===== src/rtl/hazard_controller.sv =====
// hazard_controller
// Pipeline hazard sequencer for the five-stage core. It resolves the hazards
// that forwarding cannot: load-use stalls, wrong-path flushes on taken
// branches/jumps, and the start/done handshake with the multi-cycle mul/div
// unit. It also keeps a saturating count of stalled fetch cycles.
//
// Ports
//   clk                 core clock, rising edge
//   rst                 asynchronous active-low reset; forces all outputs to 0
//   MemReadE, RD_E      EX instruction is a load / its destination register
//   Rs1_D, Rs2_D        ID source registers
//   UseRs1_D, UseRs2_D  ID instruction actually reads Rs1 / Rs2
//   PCSrcE              taken branch or jump resolved in EX
//   MdValidE            EX instruction needs the mul/div unit
//   md_done             mul/div result ready (single-cycle pulse)
//   md_start            start pulse to the mul/div unit
//   StallF/D/E          hold PC, IF/ID, ID/EX
//   FlushD/E/M          bubble into IF/ID, ID/EX, EX/MEM
//   md_busy             controller is waiting on the mul/div unit
//   md_error            sticky mul/div timeout flag
//   stall_cnt           saturating count of cycles with StallF=1
//
// state   | meaning
// --------+-----------------------------------------------------------
// RUN     | normal flow; resolves branch flush, load-use, mul/div start
// MD_WAIT | front of pipe frozen until md_done or the wait timer expires
module hazard_controller #(
    parameter int MD_TIMEOUT = 64,
    parameter int CNT_W      = 16
) (
    input  logic             clk,
    input  logic             rst,
    input  logic             MemReadE,
    input  logic [4:0]       RD_E,
    input  logic [4:0]       Rs1_D,
    input  logic [4:0]       Rs2_D,
    input  logic             UseRs1_D,
    input  logic             UseRs2_D,
    input  logic             PCSrcE,
    input  logic             MdValidE,
    input  logic             md_done,
    output logic             md_start,
    output logic             StallF,
    output logic             StallD,
    output logic             StallE,
    output logic             FlushD,
    output logic             FlushE,
    output logic             FlushM,
    output logic             md_busy,
    output logic             md_error,
    output logic [CNT_W-1:0] stall_cnt
);

    typedef enum logic {
        RUN     = 1'b0,
        MD_WAIT = 1'b1
    } state_t;

    // Wait timer counts down from MD_TIMEOUT-1; reaching zero without
    // md_done is the timeout.
    localparam logic [7:0]       WAIT_LOAD = 8'(MD_TIMEOUT - 1);
    localparam logic [CNT_W-1:0] CNT_MAX   = '1;

    state_t     state, state_nxt;
    logic [7:0] wait_cnt, wait_nxt;
    logic       luh;
    logic       timeout;
    logic       err_set;

    always_comb begin
        luh = MemReadE && (RD_E != 5'd0) &&
              ((UseRs1_D && (Rs1_D == RD_E)) || (UseRs2_D && (Rs2_D == RD_E)));
    end

    always_comb begin
        md_start  = 1'b0;
        StallF    = 1'b0;
        StallD    = 1'b0;
        StallE    = 1'b0;
        FlushD    = 1'b0;
        FlushE    = 1'b0;
        FlushM    = 1'b0;
        md_busy   = 1'b0;
        timeout   = 1'b0;
        err_set   = 1'b0;
        state_nxt = state;
        wait_nxt  = wait_cnt;

        unique case (state)
            RUN: begin
                if (PCSrcE) begin
                    FlushD = 1'b1;
                    FlushE = 1'b1;
                end else if (luh) begin
                    StallF = 1'b1;
                    StallD = 1'b1;
                    FlushE = 1'b1;
                end else if (MdValidE) begin
                    md_start  = 1'b1;
                    StallF    = 1'b1;
                    StallD    = 1'b1;
                    StallE    = 1'b1;
                    FlushM    = 1'b1;
                    state_nxt = MD_WAIT;
                    wait_nxt  = WAIT_LOAD;
                end
            end
            MD_WAIT: begin
                md_busy = 1'b1;
                timeout = !md_done && (wait_cnt == 8'd0);
                if (md_done || timeout) begin
                    // Release: EX instruction and its result advance next edge.
                    state_nxt = RUN;
                    wait_nxt  = 8'd0;
                    err_set   = timeout;
                end else begin
                    StallF   = 1'b1;
                    StallD   = 1'b1;
                    StallE   = 1'b1;
                    FlushM   = 1'b1;
                    wait_nxt = wait_cnt - 8'd1;
                end
            end
            default: begin
                state_nxt = RUN;
                wait_nxt  = 8'd0;
            end
        endcase

        // Outputs must drop the moment reset asserts, not at the next edge.
        if (!rst) begin
            md_start = 1'b0;
            StallF   = 1'b0;
            StallD   = 1'b0;
            StallE   = 1'b0;
            FlushD   = 1'b0;
            FlushE   = 1'b0;
            FlushM   = 1'b0;
            md_busy  = 1'b0;
        end
    end

    always_ff @(posedge clk or negedge rst) begin
        if (!rst) begin
            state    <= RUN;
            wait_cnt <= 8'd0;
            md_error <= 1'b0;
        end else begin
            state    <= state_nxt;
            wait_cnt <= wait_nxt;
            if (err_set) begin
                md_error <= 1'b1;
            end
        end
    end

    always_ff @(posedge clk or negedge rst) begin
        if (!rst) begin
            stall_cnt <= '0;
        end else if (StallF && (stall_cnt != CNT_MAX)) begin
            stall_cnt <= stall_cnt + 1'b1;
        end
    end

endmodule

===== config.mk =====
export PLATFORM = sky130hd
export DESIGN_NAME = hazard_controller
export DESIGN_NICKNAME = d
export VERILOG_FILES = /design/src/rtl/hazard_controller.sv
export SDC_FILE = /design/constraint.sdc
export NUM_CORES = 1
export LEC_CHECK = 0
export ABC_CLOCK_PERIOD_IN_PS = 2400
export CAP_MARGIN = 20
export CORE_ASPECT_RATIO = 1.25
export CORE_MARGIN = 5
export CORE_UTILIZATION = 46
export CTS_CLUSTER_DIAMETER = 80
export DETAILED_ROUTE_END_ITERATION = 16
export PLACE_DENSITY = 0.79
export SYNTH_ARGS = -nofsm -noshare
export SYNTH_HDL_FRONTEND = slang
export SYNTH_SLANG_ARGS = --single-unit

===== constraint.sdc =====
create_clock -name clk -period 2.4 [get_ports clk]
set_clock_uncertainty 0.1 [all_clocks]
set_input_delay 0.48 -clock clk [delete_from_list [all_inputs] [get_ports clk]]
set_output_delay 0.48 -clock clk [all_outputs]
set_load 0.005 [all_outputs]

==> flow_metrics.py <==
metrics = {
    "sta": {
        "period_needed_ns": 2.41,
        "setup_ws_ns": -0.0143,
        "finalMaxSlewViolations": 0,
        "post-route-period-util_pct": 101,
        "tightest_slew_ns": 0.333,
        "max_freq_mhz": 414,
        "hold_viol": 0,
        "slew_headroom_pct": 77.8,
        "setup_tns_ns": -0.0278,
        "rsz0062_at_grt": "true",
        "setup_viol": 2,
    },
    "clock_network": {
        "root_buffer": "clkbuf_8",
        "numClockSinks": 26,
        "cts_made_buffers": 3,
        "cts_hold_buf": 0,
        "path_clk_slew_ns": 0.09,
        "worstSkewPairLatency_ns": 0.26,
        "ctsLongestPathBuffers": 2,
        "h-tree-depth": 1,
        "cts_tree": "yes",
    },
    "synth": {
        "synth_area_um2": 1530,
        "synth_top_area_share_pct": 42.4,
        "ys_seq_elements": 26,
        "yosysTopAreaCell": "dfrtp_1",
        "ys_seq_area_share_pct": 42.4,
        "synth_area_per_cell_um2": 9.96,
        "ys_types": 38,
        "synth_cells": 154,
        "synthTopCellsByArea": "dfrtp_1 42%, xnor2_1 14%, and3_1 4.1%, nand4_2 4.1%, nand3_2 3.3%",
        "synth_fp_nets": 180,
        "ys_warn_count": 0,
    },
    "floorplanning": {
        "die-area_um2": 4600,
        "ios": 48,
        "initial_core_util_pct": 47.6,
        "dieWidth_um": 61.7,
        "die_y_um": 74.6,
        "num_rows": 23,
        "core_area_um2": 3220,
    },
    "run_status": {
        "failed_checks": "setup timing",
        "status": "finished with violations",
    },
    "route": {
        "ant_nets": 0,
        "dr_wl_met2_mm": 2.22,
        "wl_met3_um": 194,
        "remaining_drc_errors": 0,
        "wl_mm": 4.04,
        "num_vias": 1411,
        "wl_per_cell_um": 15.5,
        "drtIter0Drc": 60,
        "highest_layer": "met4",
        "dr.pass1.iters": 4,
        "wl_met1_mm": 1.62,
        "via_per_inst": 5.41,
    },
    "final_layout": {
        "stdcell_area_um2": 2260,
        "final_cell_mix": "26 x dfrtp_1, 25 x clkdlybuf4s50_1, 24 x xnor2_1, 23 x buf_4",
        "finalNonFillerCells": 261,
        "antenna-diode-count": 0,
        "nNetsFinal": 251,
        "seqCellArea_um2": 651,
        "area_growth_pct": 47.6,
        "drive_above_1_share_pct": 26.3,
        "multiInputGateArea_um2": 852,
        "nFillCells": 258,
        "layout_commonest_cell": "dfrtp_1",
    },
    "worst_setup_path": {
        "path_cells": "buf_6 > or4_4 > o21a_1 > buf_4 > a32o_2 > buf_2",
        "crit_family": "simple AND/OR/NAND/NOR gates",
        "critPathLaunch": "RD_E[1]",
        "slowest_stage": "or4_4",
        "crit_cells": 6,
        "worstSetupEndpointType": "output pin",
        "crit_arrival_ns": 1.83,
        "reg2reg_slack_ns": 0.24,
        "start_kind": "input port",
        "r2r_start": "wait_cnt[0]",
        "r2r_cells": 9,
        "critical_path.max_fanout": 3,
        "cp.required_ns": 1.82,
        "setup.worst_path.class": "in -> out",
        "crit_buf_inv": 3,
        "slowest_delay_ns": 0.52,
    },
    "grt": {
        "grt_usage_pct": 19.5,
        "grt_pass1_wl_mm": 6.86,
        "antenna_found_initial": 0,
        "grt_pass1_vias": 1523,
        "grt_max_degree": 27,
        "grt_overflow": 0,
    },
    "hold_path": {
        "hp-class": "reg -> reg",
        "min_from": "stall_cnt[9]",
        "min_path_cells": 1,
    },
    "placed_design": {
        "gp_congestion": 0.771,
        "dp_hpwl_mm": 3.13,
        "place_area_um2": 2180,
        "detailedPlace.worstSlack_ns": -0.757,
        "placed_cells": 254,
        "io_buffers": 47,
    },
    "pwr": {
        "total_power_mw": 1.46,
        "cellPowerDensity_nw_per_um2": 647,
        "ir_drop_mv": 0.502,
        "p_leak_nw": 1.05,
    },
    "run": {
        "maxCapViolCount": 0,
    },
}
## repair_timing
action | 4_1_cts | 5_1_grt
endpoints found under the setup margin | 9 | 9
resized for setup | 56 | 8
pin swaps | 14 | 6
buffers inserted | 3 | 0
## where the power goes
group | switching (mW) | internal [mW] | total [mW] | leakage [nW]
logic | 0.203 | 0.283 | 0.486 | 0.683
clock network | 0.133 | 0.223 | 0.356 | 0.0357
registers | 0.0963 | 0.525 | 0.622 | 0.335
total | 0.432 | 1.03 | 1.46 | 1.05
## routing by layer
layer,vias to the layer above,track usage (%)
li1,688,-
met5,-,0
met3,2,2.78
met2,40,36.6
met4,0,4.25
met1,681,22.8
## Yosys cell counts
master     instances
a32o_2             1
or4_1              1
or3_1              2
mux2i_1            1
o211ai_1           1
inv_1              8
nand3_1            2
o22ai_1            2
nand4b_1           1
a41o_1             1
a21oi_1            6
clkbuf_1           1
ha_1               3
buf_4              2
nor4_1             1
xor2_1             1
buf_6              1
o22a_1             1
o21ai_0            6
nor2_1             8
nand2b_1           1
o311ai_0           3
nor3b_1            1
mux2_1             1
xnor2_1           24
nor2b_1            1
nand4_2            5
and2_1             2
o2bb2ai_1          1
buf_2              1
o21a_1             1
nand3_2            5
nor3_1             3
nand4_1            6
nand2_1           12
dfrtp_1           26
and3_1            10
o21bai_1           1
## registers in the layout, summed over array words and instances, names as in the netlist
register and flops:
stall_cnt 16, wait_cnt 8, md_error 1, state 1
## stage by stage
| step | hold WS (ns) | utilization (%) |
|---|---|---|
| CTS | 0.404 | 69.5 |
| global route | 0.429 | 70.2 |
| floorplan | 0.0844 | - |
| finish | 0.403 | 70.2 |
| global placement | 0.361 | 67.5 |
| detailed placement | 0.384 | 67.5 |
## path summary, 6_finish.rpt
check | end
min in group asynchronous | stall_cnt[11]
min | stall_cnt[9]
max | StallD
max reg2reg | stall_cnt[1]
max in group asynchronous | stall_cnt[6]
min reg2reg | stall_cnt[9]
## cells by family (layout without fill, tap and decap cells)
kind of cell,Yosys count,count (layout),share of synthesized area [%]
and+or+nand+nor,61,61,24.8
DFF,26,26,42.4
xor gates and xnor gates,25,25,14.3
AOI/OAI and AO/OA,24,24,10.4
buffers and inverters,13,83,4.24
adders and majority gates,3,3,2.45
muxes,2,2,1.39
## layout make-up
class / instances / area share [%]
inverters: 8 / 1.33
flip-flops and latches: 26 / 28.7
repair buffers: 71 / 27.1
clock inverters: 1 / 1.33
well taps: 37 / 2.05
multi-input cells: 115 / 37.6
clock buffers: 3 / 1.82
No activity file was read; power rests on OpenSTA's default activity.
